[src/rtl/runtime_unload_table.sv]
// Outbound unloader: streams N phits from the upper half of the register file
// through a 2-entry skid FIFO to a valid/ready sink.
module runtime_unload_table #(
  parameter int PHIT_W    = 512,
  parameter int ADDR_W    = 10,
  parameter int BASE_ADDR = 2**(ADDR_W-1)
) (
  input  logic              clk,
  input  logic              rst,
  input  logic              start_unloader,
  input  logic [ADDR_W-1:0] num_entry_outbound,
  output logic              rd_en_RF,
  output logic [ADDR_W-1:0] rd_add_RF,
  input  logic [PHIT_W-1:0] rd_data_RF,
  output logic [PHIT_W-1:0] out_data,
  output logic              out_valid,
  input  logic              out_ready,
  output logic              busy,
  output logic              done_unloader
);
  localparam int                HALF  = 2**(ADDR_W-1);
  localparam logic [ADDR_W-1:0] MAX_N = HALF[ADDR_W-1:0];
  localparam logic [ADDR_W-1:0] BASE  = BASE_ADDR[ADDR_W-1:0];

  typedef enum logic [1:0] {IDLE, READ, DRAIN} state_t;
  state_t state, state_nxt;

  logic [ADDR_W-1:0] n_q, n_in, rd_idx, xfer_idx, rd_add_q;
  logic              inflight, done_run, done_zero;
  logic [PHIT_W-1:0] mem [2];
  logic              wr_ptr, rd_ptr;
  logic [1:0]        occ;
  logic [2:0]        level;
  logic              push, pop, issue, last_rd, last_xfer, start_idle;

  always_comb begin
    n_in       = (num_entry_outbound > MAX_N) ? MAX_N : num_entry_outbound;
    start_idle = (state == IDLE) && start_unloader;
    push       = inflight;
    out_valid  = (occ != 2'd0);
    out_data   = mem[rd_ptr];
    pop        = out_valid && out_ready;
    // Occupancy is counted after this cycle's pop so a streaming sink keeps
    // one read issued per cycle; the returned word still always finds a slot.
    level      = {1'b0, occ} + {2'b00, inflight} - {2'b00, pop};
    issue      = (state == READ) && (level < 3'd2);
    rd_en_RF   = issue;
    rd_add_RF  = issue ? (BASE + rd_idx) : rd_add_q;
    last_rd    = issue && (rd_idx == n_q - 1'b1);
    last_xfer  = pop && (xfer_idx == n_q - 1'b1);
    busy       = (state != IDLE) || done_run;
    done_unloader = done_run || done_zero;
  end

  always_comb begin
    state_nxt = state;
    case (state)
      IDLE:    if (start_unloader && n_in != '0) state_nxt = READ;
      READ:    if (last_rd) state_nxt = DRAIN;
      DRAIN:   if (last_xfer) state_nxt = IDLE;
      default: state_nxt = IDLE;
    endcase
  end

  always_ff @(posedge clk or posedge rst) begin
    if (rst) begin
      state     <= IDLE;
      n_q       <= '0;
      rd_idx    <= '0;
      xfer_idx  <= '0;
      rd_add_q  <= BASE;
      inflight  <= 1'b0;
      done_run  <= 1'b0;
      done_zero <= 1'b0;
      wr_ptr    <= 1'b0;
      rd_ptr    <= 1'b0;
      occ       <= 2'd0;
      mem[0]    <= '0;
      mem[1]    <= '0;
    end else begin
      state     <= state_nxt;
      inflight  <= issue;
      done_run  <= (state == DRAIN) && last_xfer;
      done_zero <= start_idle && (n_in == '0);
      if (start_idle) begin
        n_q      <= n_in;
        rd_idx   <= '0;
        xfer_idx <= '0;
      end
      if (issue) begin
        rd_idx   <= rd_idx + 1'b1;
        rd_add_q <= rd_add_RF;
      end
      if (pop && state != IDLE) xfer_idx <= xfer_idx + 1'b1;
      if (push) begin
        mem[wr_ptr] <= rd_data_RF;
        wr_ptr      <= ~wr_ptr;
      end
      if (pop) rd_ptr <= ~rd_ptr;
      occ <= occ + {1'b0, push} - {1'b0, pop};
    end
  end
endmodule

[config.mk]
export PLATFORM = sky130hd
export DESIGN_NAME = runtime_unload_table
export DESIGN_NICKNAME = d
export VERILOG_FILES = /design/src/rtl/runtime_unload_table.sv
export SDC_FILE = /design/constraint.sdc
export NUM_CORES = 2
export LEC_CHECK = 0
export BUFFER_PORTS_ARGS = -buffer_cell sky130_fd_sc_hd__buf_2
export CORE_AREA = 2 2 409 411
export CTS_CLUSTER_SIZE = 25
export DETAILED_ROUTE_END_ITERATION = 10
export DIE_AREA = 0 0 411 413
export PLACE_DENSITY = 0.49
export SKIP_LAST_GASP = 1
export SLEW_MARGIN = 0
export SYNTH_ARGS = -nofsm -noshare
export SYNTH_HDL_FRONTEND = slang
export SYNTH_SLANG_ARGS = --single-unit
export TNS_END_PERCENT = 30
[constraint.sdc]
create_clock -name clk -period 39 [get_ports clk]
set_input_delay 3.9 -clock clk [delete_from_list [all_inputs] [get_ports clk]]
set_output_delay 3.9 -clock clk [all_outputs]
set_load 0.02 [all_outputs]
Yosys cells after proc, flatten, opt, wreduce, memory -nomap -nowiden
Index checks and enable logic that the tools add are counted.
- register bits: 1073
- bits in latches: 0
- RAM bits: 0
- ROM bits: 0
- bits of input ports: 526
- output and inout port bits: 526
- word-level logic and storage cells: 72
- memories: 0
- add/subtract/negate cells: 8
- multipliers: 0
- divide/modulo/power cells: 0
- magnitude comparators: 5
- equality and inequality tests: 7
- shift operators: 0
- multiplexer cells: 15
- bitwise logic cells: 4
- reductions and logical operators: 20
- operators with widths (operator ; number):
    $mux 512 ; 4
    $bwmux 1024 ; 1
    $demux 512 s1 ; 1
    $mux 10 ; 5
    $add 10x1->10 const B ; 2
    $eq 10x10->1 ; 2
    $add 10x10->10 const A ; 1
    $gt 10x10->1 const B ; 1
    $logic_and 1x1->1 ; 10
    $logic_not 10->1 ; 1
    $reduce_bool 10->1 ; 1
    $sub 10x1->10 const B ; 1
    $reduce_bool 2->1 ; 4
    $mux 2 ; 3
    $pmux 2 s3 ; 1
    $ge 2x2->1 const B ; 2
    $ne 2x2->1 const B ; 2
    $not 1->2 ; 2
    $add 2x1->3 ; 1
    $lt 3x2->1 const B ; 1
    $reduce_and 3->1 ; 1
    $sub 3x1->3 ; 1
    $add 2x1->2 ; 1
    $eq 2x1->1 const B ; 1
    other kinds (7) ; 9

Logic depth before layout (Yosys ltp)
- depth in word-level cells: 8
- mapped depth: 13
- depth with buffers taken out: 13

Worst setup path before layout
OpenSTA, ideal clock, no wires.
- path kind: input -> output
- start: input port out_ready
- end: output port rd_add_RF[9]
- arrival time: 6.420 ns
- data required time: 35.100 ns
- slack: 28.680 ns
- stages on the path: 11
- buffers on the path: 2
- cells stage by stage: o21ai_0 inv_1 ha_1 inv_1 ha_1 fa_1 xnor2_1 or3_1 clkbuf_1 clkbuf_1 o21ai_0
- cells in the longest elaborated chain, start to end: 5
- ends and longest elaborated chain (element ; RTL line ; RTL):
    from (decl) ; 17 ; input logic out_ready,
    $logic_and 1x1->1 ; 42 ; pop = out_valid && out_ready;
    net pop ; 34 ; logic push, pop, issue, last_rd, last_xfer, start_idle;
    $sub 3x1->3 ; 45 ; level = {1'b0, occ} + {2'b00, inflight} - {2'b00, pop};
    $lt 3x2->1 ; 46 ; issue = (state == READ) && (level < 3'd2);
    $logic_and 1x1->1 ; 46 ;
    $mux 10 ; 48 ; rd_add_RF = issue ? (BASE + rd_idx) : rd_add_q;
    to (decl) ; 13 ; output logic [ADDR_W-1:0] rd_add_RF,
The timed path passes the listed nets, and every way through them passes these cells.

Final worst setup path
- start: input port out_ready
- end: output port rd_add_RF[4]
Same word-level chain as after synthesis.

==> out/qor.csv <==
metric,value,unit
gp_congestion,0.8045,
grt.total_usage,15.85,%
crit_path_start_kind,primary input,
dp.cells,6167,
synth-edff-count,0,
antenna_found_initial,85,
final_common_cell,mux2_2,
min_path_cells,2,
switching_share,37.91,%
wl_per_cell,21.63,um
crit_type,in2out,
grt_pass1_vias,30440,
setup_ws,27.55,ns
finalSetupTns,0,ns
insertion_delay,0.75,ns
htree_levels,4,
outcome,completed,
routed_via_density,4.536,
synth_top_flop_cell,dfrtp_1,
cts.sinks,1073,
drv_cap,0,
async_flop_share,100.0,%
hold_buffers,0,
finalHoldViolCount,0,
rsz0062_at_grt,no,
finalSetupViolations,0,
reg2reg_depth,9,
period_minus_slack,11.45,ns
grt_pass1_wl,202000,um
drt_iter0_drc,1281,
fin_worst_skew,0.02105,ns
io_buffers,1051,
period_share,29.36,%
rr_startpoint,inflight,
core_area,165900,um^2
yosys-top-cells-area,"dfrtp_1 (58%), mux2_2 (37%), clkbuf_1 (1.4%), nand2_1 (0.62%), o21ai_0 (0.36%)",
grt-ovfl-total,0,
clockBufferDepth,3,
cts_buffers,130,
max_freq,0.08732,GHz
path_max_fanout,20,
nFillCells,16330,
p_seq_share,32.9,%
synth_area,46400,um^2
r2r-end,mem[998],
root_buffer,clkbuf_16,
post_cts_resize_count,0,
hold_class,reg2reg,
drive_gt1_share,67.66,%
arrival,7.55,ns
die_w,411,um
num_io_pins,1052,
power_frac_clock,20.0,%
ir_drop,0.05565,mV
fin_cells,6414,
final_area,58210,um^2
die_y,413,um
synth_area_per_cell,15.18,um^2
hp-start,rd_add_q[7],
tightestPinTransition,1.004,ns
cp-startpoint,out_ready,
yosys_warnings,0,
p_comb_share,47.0,%
clkTransAtPathRegs,0.05,ns
synth_cell_types,54,
crit_end,rd_add_RF[4],
ys_ff_latch,1073,
grt_max_degree,142,
die_area,169700,um^2
dp_hpwl,99750,um
rrSetupSlack,32.41,ns
regArea,26860,um^2
num_rows,150,
internal_power,0.003643,W
vias,29100,
critPathRequiredTime,35.10,ns
cts_tree,done,
post-cts-setup-buffer-count,0,
wirelength,138700,um
slew_violations,0,
final_cell_mix,"mux2_2 (1537), dfrtp_1 (1071), buf_2 (1051)",
p_switching,0.002224,W
netlist.area_leader.share,57.81,%
detail-route-antenna-nets,0,
syn_nets,3589,
initial_core_util,27.97,%
pre_cts_ws,27.59,ns
drc,0,
cellLeakagePower,25.95,nW
synth_seq_area_share,57.87,%
syn2layout_area_growth,25.46,%
post_dp_cell_area,54050,um^2
firstDrtPassIters,5,
yosysTopAreaCell,dfrtp_1,
fin_nets,4627,
relSlewSlack,33.09,%
endpoint_kind,output port,
power_density,100.8,nW/um^2
synthCells,3057,
multi_input_area,18780,um^2
## cells in the mapped netlist, drive strengths merged (2+ instances only)
cell / number
mux2i: 5
a21oi: 5
or2: 2
nand4: 2
or3: 3
buf: 9
xor2: 10
nor2: 12
ha: 5
o31ai: 2
nand2: 77
nor2b: 6
clkbuf: 177
nor4: 5
nor3b: 2
nand2b: 12
dfrtp: 1072
o22ai: 2
o21ai: 33
o211ai: 2
and3: 7
a31o: 2
a31oi: 4
inv: 13
or4: 2
nor3: 4
o2111ai: 2
nand3: 19
xnor2: 10
mux2: 1537
## stage by stage
step           hold slack, ns  power [W]  util, %
6_report               0.4681   0.005866    35.09
5_1_grt                0.4888   0.006209    35.06
4_1_cts                0.4717   0.005961    35.04
3_5_place_dp           0.4570   0.004749    32.58
3_3_place_gp           0.4614   0.004718    32.58
2_1_floorplan          0.4395   0.003836        -
## worst min path at each step
stage                              to  slack [ns]
final                     rd_add_q[7]        0.47
after global routing      rd_add_q[6]        0.49
after CTS                 rd_add_q[0]        0.47
after detailed placement  rd_add_q[0]        0.46
after global placement    rd_add_q[2]        0.46
after floorplan           rd_add_q[0]        0.44
## final cells by class
class | count | share of cell area [%]
diodes | 30 | 0.1290
clock buffers | 190 | 6.517
clock inverters | 27 | 0.5137
inverters | 14 | 0.1032
multi-input cells | 1784 | 32.26
flip-flops and latches | 1073 | 46.13
well taps | 2204 | 4.737
repair buffers | 1092 | 9.607
## worst max-delay path, cell delays in order
cell	delay, ns
buf_2	0.10
o21ai_0	0.18
inv_1	0.16
ha_1	0.30
inv_1	0.04
ha_1	0.18
fa_1	0.40
xnor2_1	0.16
or3_1	0.71
clkinv_1	0.84
nand2_1	0.32
nand2_1	0.08
buf_2	0.16
## cell families (layout without fill, tap and decap cells)
family	after synthesis	after routing	synth area share [%]
AO/OA/AOI/OAI	57	57	0.7307
other	0	30	0
flip-flops	1073	1073	57.87
AND/OR/NAND/NOR	158	158	1.699
adder cells (fa/ha/maj)	6	6	0.1780
XOR/XNOR	21	21	0.4260
buffers and inverters	200	1323	1.688
multiplexers	1542	1542	37.41
## registers in the layout, summed over array words and instances, names as in the netlist, 2 cells and up
signal and count:
state 2, rd_idx 10, rd_add_q 10, xfer_idx 10, mem 1024, n_q 10, occ 2
## layer usage
| layer | GRT usage, % | share of wire [%] | vias to the layer above |
|---|---|---|---|
| li1 | - | - | 13080 |
| met1 | 18.84 | 40 | 14820 |
| met2 | 25.75 | 48 | 842 |
| met3 | 6.474 | 8.4 | 286 |
| met4 | 5.621 | 2.9 | 70 |
| met5 | 0 | 0.33 | - |
## power groups by stage
stage          logic (W)  registers (W)  clock network, W
3_3_place_gp     0.00278        0.00194                 0
2_1_floorplan    0.00196        0.00188                 0
6_report         0.00276        0.00193           0.00118
5_1_grt          0.00293        0.00201           0.00126
4_1_cts          0.00281        0.00194           0.00122
3_5_place_dp     0.00280        0.00195                 0
No activity file was read; power rests on OpenSTA's default activity.
